File: src/rtl/fetch_prefetch_queue.sv
// Instruction-fetch front end: owns the fetch PC, issues imem word requests,
// buffers returned words in an in-order queue and presents the head to IF/ID.
//
// Ports:
//   clk, rst                           clock, synchronous active-high reset
//   imem_req_valid/addr, imem_req_ready    request channel to instruction memory
//   imem_resp_valid/data                   in-order response words
//   redirect_valid/pc                  flush and restart (taken branch / jump)
//   stall_d                            decode cannot accept the head
//   instr_valid_d, instr_d, pc_d, pc_plus4_d   queue head towards decode
module fetch_prefetch_queue #(
    parameter int          DEPTH    = 4,
    parameter logic [31:0] RESET_PC = 32'h0
) (
    input  logic        clk,
    input  logic        rst,
    output logic        imem_req_valid,
    output logic [31:0] imem_req_addr,
    input  logic        imem_req_ready,
    input  logic        imem_resp_valid,
    input  logic [31:0] imem_resp_data,
    input  logic        redirect_valid,
    input  logic [31:0] redirect_pc,
    input  logic        stall_d,
    output logic        instr_valid_d,
    output logic [31:0] instr_d,
    output logic [31:0] pc_d,
    output logic [31:0] pc_plus4_d
);

    localparam int AW = $clog2(DEPTH);
    localparam int CW = AW + 1;
    localparam logic [31:0] NOP = 32'h0000_0013;

    typedef logic [CW-1:0] cnt_t;
    typedef logic [AW-1:0] ptr_t;

    logic [31:0] instr_q  [DEPTH];
    logic [31:0] pc_q     [DEPTH];
    logic [31:0] shadow_q [DEPTH];

    ptr_t        head;
    ptr_t        tail;
    ptr_t        sh_rd;
    ptr_t        sh_wr;
    cnt_t        count;
    cnt_t        inflight;
    cnt_t        drop;
    cnt_t        inflight_next;
    logic [31:0] fetch_pc;
    logic [31:0] last_pc;
    logic [CW:0] used;

    logic accept;
    logic push;
    logic pop;

    // Every outstanding request reserves a queue slot, so the queue
    // can never overflow when its responses come back.
    assign used           = {1'b0, count} + {1'b0, inflight};
    assign imem_req_valid = !rst && !redirect_valid
                            && (used < (CW+1)'(DEPTH));
    assign imem_req_addr  = fetch_pc;

    assign accept = imem_req_valid && imem_req_ready;
    assign push   = imem_resp_valid && (drop == '0) && !redirect_valid;
    assign pop    = instr_valid_d && !stall_d && !redirect_valid;

    assign inflight_next = inflight + cnt_t'(accept)
                           - cnt_t'(imem_resp_valid);

    assign instr_valid_d = (count != '0);
    assign instr_d       = instr_valid_d ? instr_q[head] : NOP;
    assign pc_d          = instr_valid_d ? pc_q[head] : last_pc;
    assign pc_plus4_d    = pc_d + 32'd4;

    always_ff @(posedge clk) begin
        if (rst) begin
            fetch_pc <= RESET_PC;
            head     <= '0;
            tail     <= '0;
            sh_rd    <= '0;
            sh_wr    <= '0;
            count    <= '0;
            inflight <= '0;
            drop     <= '0;
            last_pc  <= '0;
        end else begin
            last_pc  <= pc_d;
            inflight <= inflight_next;

            // The shadow FIFO tracks the PC of every outstanding request,
            // including ones whose responses will be dropped.
            if (accept) begin
                shadow_q[sh_wr] <= fetch_pc;
                sh_wr           <= sh_wr + ptr_t'(1);
            end
            if (imem_resp_valid) begin
                sh_rd <= sh_rd + ptr_t'(1);
            end

            if (redirect_valid) begin
                fetch_pc <= redirect_pc & ~32'd3;
                head     <= '0;
                tail     <= '0;
                count    <= '0;
                // Everything still outstanding after this edge is stale.
                drop     <= inflight_next;
            end else begin
                if (accept) begin
                    fetch_pc <= fetch_pc + 32'd4;
                end
                if (imem_resp_valid && (drop != '0)) begin
                    drop <= drop - cnt_t'(1);
                end
                if (push) begin
                    instr_q[tail] <= imem_resp_data;
                    pc_q[tail]    <= shadow_q[sh_rd];
                    tail          <= tail + ptr_t'(1);
                end
                if (pop) begin
                    head <= head + ptr_t'(1);
                end
                count <= count + cnt_t'(push) - cnt_t'(pop);
            end
        end
    end

    always @(posedge clk) begin
        if (!rst) begin
            assert (!(push && !pop && count == cnt_t'(DEPTH)));
            assert (!(imem_resp_valid && inflight == '0));
        end
    end

endmodule

File: config.mk
export PLATFORM = sky130hd
export DESIGN_NAME = fetch_prefetch_queue
export DESIGN_NICKNAME = d
export VERILOG_FILES = /design/src/rtl/fetch_prefetch_queue.sv
export SDC_FILE = /design/constraint.sdc
export NUM_CORES = 1
export LEC_CHECK = 0
export BUFFER_PORTS_ARGS = -buffer_cell sky130_fd_sc_hd__buf_2
export CORE_AREA = 2 2 232 234
export DETAILED_ROUTE_END_ITERATION = 8
export DIE_AREA = 0 0 234 236
export PLACE_DENSITY = 0.64
export SLEW_MARGIN = 15
export SYNTH_ARGS = -nofsm -noshare
export SYNTH_HDL_FRONTEND = slang
export SYNTH_SLANG_ARGS = --single-unit
File: constraint.sdc
create_clock -name clk -period 4.2 [get_ports clk]
set_input_delay 0.84 -clock clk [delete_from_list [all_inputs] [get_ports clk]]
set_output_delay 0.84 -clock clk [all_outputs]
set_load 0.05 [all_outputs]
==> run_summary.xml <==
<?xml version="1.0" encoding="UTF-8"?>
<metrics>
  <group name="status">
    <metric name="run_status" unit="">finished, final reports clean</metric>
  </group>
  <group name="synthesis">
    <metric name="largest_cells_by_area_after_synthesis" unit="">sky130_fd_sc_hd__edfxtp_1, sky130_fd_sc_hd__mux4_2, sky130_fd_sc_hd__dfxtp_1</metric>
    <metric name="synth.ff_latch_count" unit="">451</metric>
    <metric name="synth_async_sr_flop_share" unit="">0</metric>
    <metric name="postSynthCellCount" unit="">1120</metric>
    <metric name="synth.largest_area_cell" unit="">sky130_fd_sc_hd__edfxtp_1</metric>
    <metric name="dominantRegCellSynth" unit="">sky130_fd_sc_hd__edfxtp_1</metric>
    <metric name="syn-mean-instance-area" unit="sq um">16.3</metric>
    <metric name="synth-edff-count" unit="">368</metric>
    <metric name="netlist-cell-type-count" unit="">60</metric>
    <metric name="synth_seq_area_share" unit="">0.696</metric>
    <metric name="yosysTopAreaCellShare" unit="">0.605</metric>
    <metric name="synth_warnings" unit="">0</metric>
    <metric name="synth_area" unit="sq mm">0.0183</metric>
  </group>
  <group name="cts">
    <metric name="clock_slew_at_the_register_clock_pins_of_the_worst_setup_and_hold_paths" unit="ps">60</metric>
    <metric name="clock_tree_from_tritoncts" unit="">yes</metric>
    <metric name="cts_hold_repair.buffers" unit="">0</metric>
    <metric name="clk_latency" unit="ps">560</metric>
    <metric name="clock_tree.root_cell" unit="">sky130_fd_sc_hd__clkbuf_16</metric>
    <metric name="cts-root-to-sink-buffers" unit="">3</metric>
    <metric name="clock_tree_sinks" unit="">451</metric>
    <metric name="cts_htree_levels" unit="">2</metric>
    <metric name="cts-buffers-inserted" unit="">46</metric>
  </group>
  <group name="placement">
    <metric name="port_buffers" unit="">195</metric>
    <metric name="preCtsSetupSlack" unit="ps">437</metric>
    <metric name="dpl.cell_count" unit="">1988</metric>
    <metric name="placement.cell_area" unit="sq mm">0.0203</metric>
    <metric name="detailed_place_hpwl" unit="um">27000</metric>
    <metric name="gpl.final_weighted_congestion" unit="">0.837</metric>
  </group>
  <group name="timing">
    <metric name="tightest_slew" unit="ps">951</metric>
    <metric name="post-route-worst-setup-slack" unit="ps">90.0</metric>
    <metric name="report.final.slew_viol_count" unit="">0</metric>
    <metric name="final.hold.worst_slack" unit="ps">476</metric>
    <metric name="final.period_utilization" unit="">0.979</metric>
    <metric name="achievable-frequency" unit="MHz">243</metric>
    <metric name="setup_tns" unit="ps">0</metric>
    <metric name="rsz0062_at_grt" unit="">yes</metric>
    <metric name="slew-limit-headroom" unit="">0.364</metric>
    <metric name="min_period" unit="ps">4110</metric>
    <metric name="finalSetupViolCount" unit="">0</metric>
    <metric name="timing.clock.skew" unit="ps">11.2</metric>
    <metric name="final-hold-violation-count" unit="">0</metric>
  </group>
  <group name="setup_path">
    <metric name="worstSetupStartpoint" unit="">count[2]$_SDFF_PP0_</metric>
    <metric name="cp-start-kind" unit="">flop</metric>
    <metric name="reg2reg_to" unit="">imem_req_addr[28]$_SDFFE_PP0P_</metric>
    <metric name="path_depth" unit="">11</metric>
    <metric name="rr_worst_depth" unit="">10</metric>
    <metric name="cp_data_arrival_time" unit="ps">3270</metric>
    <metric name="critical_path.slowest_cell" unit="">sky130_fd_sc_hd__a222oi_1</metric>
    <metric name="critical_path_cell_sequence" unit="">nor3_4, buf_4, inv_4, buf_8, nand4_1, a222oi_1, buf_4, and3_2, nand4b_1, xnor2_4, clkbuf_4</metric>
    <metric name="cp_data_required_time" unit="ps">3360</metric>
    <metric name="end_kind" unit="">output port</metric>
    <metric name="crit_top_cell" unit="">sky130_fd_sc_hd__buf_4</metric>
    <metric name="path_max_fanout" unit="">23</metric>
    <metric name="critical-path-top-delay-family" unit="">buffers and inverters</metric>
    <metric name="timing.rr.start" unit="">count[2]$_SDFF_PP0_</metric>
    <metric name="setup.worst_path.class" unit="">flop to output port</metric>
    <metric name="rrSetupSlack" unit="ps">1060</metric>
    <metric name="crit_path_end" unit="">pc_plus4_d[28]</metric>
    <metric name="crit_buf_inv" unit="">5</metric>
    <metric name="timing.critical_path.slowest_cell_delay" unit="ps">480</metric>
  </group>
  <group name="floorplan">
    <metric name="die-area" unit="sq mm">0.0552</metric>
    <metric name="num_io_pins" unit="">200</metric>
    <metric name="die-height" unit="um">236</metric>
    <metric name="rows" unit="">85</metric>
    <metric name="die_x" unit="um">234</metric>
    <metric name="effective_utilization_at_floorplan" unit="">0.344</metric>
    <metric name="core_area" unit="sq mm">0.0531</metric>
  </group>
  <group name="cells_and_area">
    <metric name="highest_count_cells_in_the_layout_ignoring_fill_and_taps" unit="">sky130_fd_sc_hd__edfxtp_1, sky130_fd_sc_hd__buf_2, sky130_fd_sc_hd__mux4_2</metric>
    <metric name="finalNonFillerCells" unit="">2078</metric>
    <metric name="area_growth_syn_to_layout" unit="%">19.7</metric>
    <metric name="antenna_cells" unit="">0</metric>
    <metric name="layout_commonest_cell" unit="">sky130_fd_sc_hd__edfxtp_1</metric>
    <metric name="finalNetCount" unit="">1437</metric>
    <metric name="share_of_layout_cells_above_drive_strength_1" unit="">0.305</metric>
    <metric name="fin_area" unit="sq mm">0.0219</metric>
    <metric name="post-route-util" unit="">0.412</metric>
  </group>
  <group name="min_path">
    <metric name="holdCritStartpoint" unit="">last_pc[3]$_SDFF_PP0_</metric>
    <metric name="hold_path_class" unit="">flop to flop</metric>
    <metric name="hold_depth" unit="">2</metric>
  </group>
  <group name="global_route">
    <metric name="global_route.usage.total" unit="">0.147</metric>
    <metric name="grt_most_used_layer" unit="">met2</metric>
    <metric name="global_route.overflow_total" unit="">0</metric>
    <metric name="grt_use_met3" unit="">0.0303</metric>
    <metric name="first_pass_grt_wire_length" unit="um">61700</metric>
    <metric name="grt_use_met1" unit="">0.213</metric>
    <metric name="number_of_antenna_violations_at_the_first_check_in_global_routing" unit="">0</metric>
    <metric name="via_count_of_the_first_global_routing_pass" unit="">10300</metric>
    <metric name="maximum_number_of_pins_on_one_net_before_global_route_repair" unit="">74</metric>
    <metric name="grt_use_met2" unit="">0.222</metric>
  </group>
  <group name="drt">
    <metric name="drt.antenna.violating_nets" unit="">0</metric>
    <metric name="drt-wirelength-per-cell" unit="um">19.8</metric>
    <metric name="postRouteWirelength" unit="um">41200</metric>
    <metric name="via_per_inst" unit="">5.06</metric>
    <metric name="drt_pre_antenna_iters" unit="">6</metric>
    <metric name="route.vias.total" unit="">10500</metric>
    <metric name="dr.first_iter.drc_count" unit="">883</metric>
    <metric name="drcViolationCount" unit="">0</metric>
  </group>
  <group name="power">
    <metric name="peakVddDrop" unit="uV">281</metric>
    <metric name="cellLeakagePower" unit="nW">7.76</metric>
    <metric name="report.power.total" unit="mW">10.2</metric>
    <metric name="pwr_density_cell" unit="mW/mm^2">465</metric>
  </group>
  <group name="run">
    <metric name="max_cap_violations" unit="">0</metric>
  </group>
</metrics>
-- final cells by class --
type / count / area [sq um]
Fill cell: 4797 / 31200
Clock inverter: 20 / 188
Timing Repair Buffer: 231 / 1370
Sequential cell: 451 / 12700
Tap cell: 696 / 871
Multi-Input combinational cell: 573 / 5300
Clock buffer: 63 / 1240
Inverter: 44 / 171
-- where the power goes --
group,internal (mW),switching (mW)
registers,4.99,0.118
logic,0.355,0.802
clock network,2.26,1.63
-- registers in the layout, indices dropped and copies added (netlist names), named ones only --
name / count
instr_q: 128
pc_q: 120
shadow_q: 120
last_pc: 32
imem_req_addr: 30
count: 3
drop: 3
inflight: 3
head: 2
sh_rd: 2
sh_wr: 2
tail: 2
-- worst min path at each step --
stage	endpoint	slack (ps)
floorplan	last_pc[3]$_SDFF_PP0_	450
global placement	last_pc[3]$_SDFF_PP0_	480
detailed placement	last_pc[3]$_SDFF_PP0_	470
CTS	instr_q[2][24]$_DFFE_PP_	450
global route	instr_q[2][24]$_DFFE_PP_	470
finish	last_pc[3]$_SDFF_PP0_	480
-- timing repair --
action,in CTS,in global routing
endpoints found under the setup margin,10,16
buffers inserted,0,5
resized for setup,10,17
gates cloned,0,2
pin swaps,0,4
-- worst min-delay path, cell delays in order (launching register included) --
cell and delay [ps]:
sky130_fd_sc_hd__dfxtp_1 310, sky130_fd_sc_hd__nand2_1 70, sky130_fd_sc_hd__a21oi_1 50
-- metal layers --
layer  wire, um  share of wire
met1      18700           0.45
met2      18700           0.45
met3       3090          0.075
met4        731          0.018
met5          0              0
-- synthesized netlist by cell type, types with 3 or more instances --
master                     instances
sky130_fd_sc_hd__edfxtp_1        368
sky130_fd_sc_hd__dfxtp_1          83
sky130_fd_sc_hd__mux4_2           79
sky130_fd_sc_hd__nor2_1           71
sky130_fd_sc_hd__nand2_1          70
sky130_fd_sc_hd__and2_1           43
sky130_fd_sc_hd__inv_1            42
sky130_fd_sc_hd__xnor2_1          38
sky130_fd_sc_hd__nand3_1          36
sky130_fd_sc_hd__a21oi_1          31
sky130_fd_sc_hd__clkbuf_1         30
sky130_fd_sc_hd__mux2i_1          26
sky130_fd_sc_hd__o21ai_0          26
sky130_fd_sc_hd__nand4_1          20
sky130_fd_sc_hd__ha_1             18
sky130_fd_sc_hd__mux4_1           13
sky130_fd_sc_hd__a31oi_1          10
sky130_fd_sc_hd__buf_2            10
sky130_fd_sc_hd__nor3_1           10
sky130_fd_sc_hd__and3_1            9
sky130_fd_sc_hd__nor2b_1           8
sky130_fd_sc_hd__buf_1             6
sky130_fd_sc_hd__xor2_1            6
sky130_fd_sc_hd__a211oi_1          5
sky130_fd_sc_hd__buf_4             5
sky130_fd_sc_hd__a222oi_1          4
sky130_fd_sc_hd__a32oi_1           4
sky130_fd_sc_hd__or2_2             4
sky130_fd_sc_hd__a21boi_0          3
sky130_fd_sc_hd__a22oi_1           3
sky130_fd_sc_hd__and4_1            3
sky130_fd_sc_hd__nor3_2            3
sky130_fd_sc_hd__or3_1             3
-- cells by family (layout without fill, tap and decap cells) --
logic type,Yosys count,in the layout,synth area share
compound gates,96,96,0.0338
xor+xnor,44,44,0.0211
fa+ha+maj,20,20,0.0145
buf+inv,98,358,0.0238
flops,451,451,0.696
mux,120,120,0.132
other cells,1,2,0.000205
simple gates,290,291,0.0791
Note: power is estimated with default switching activity, not from simulation.
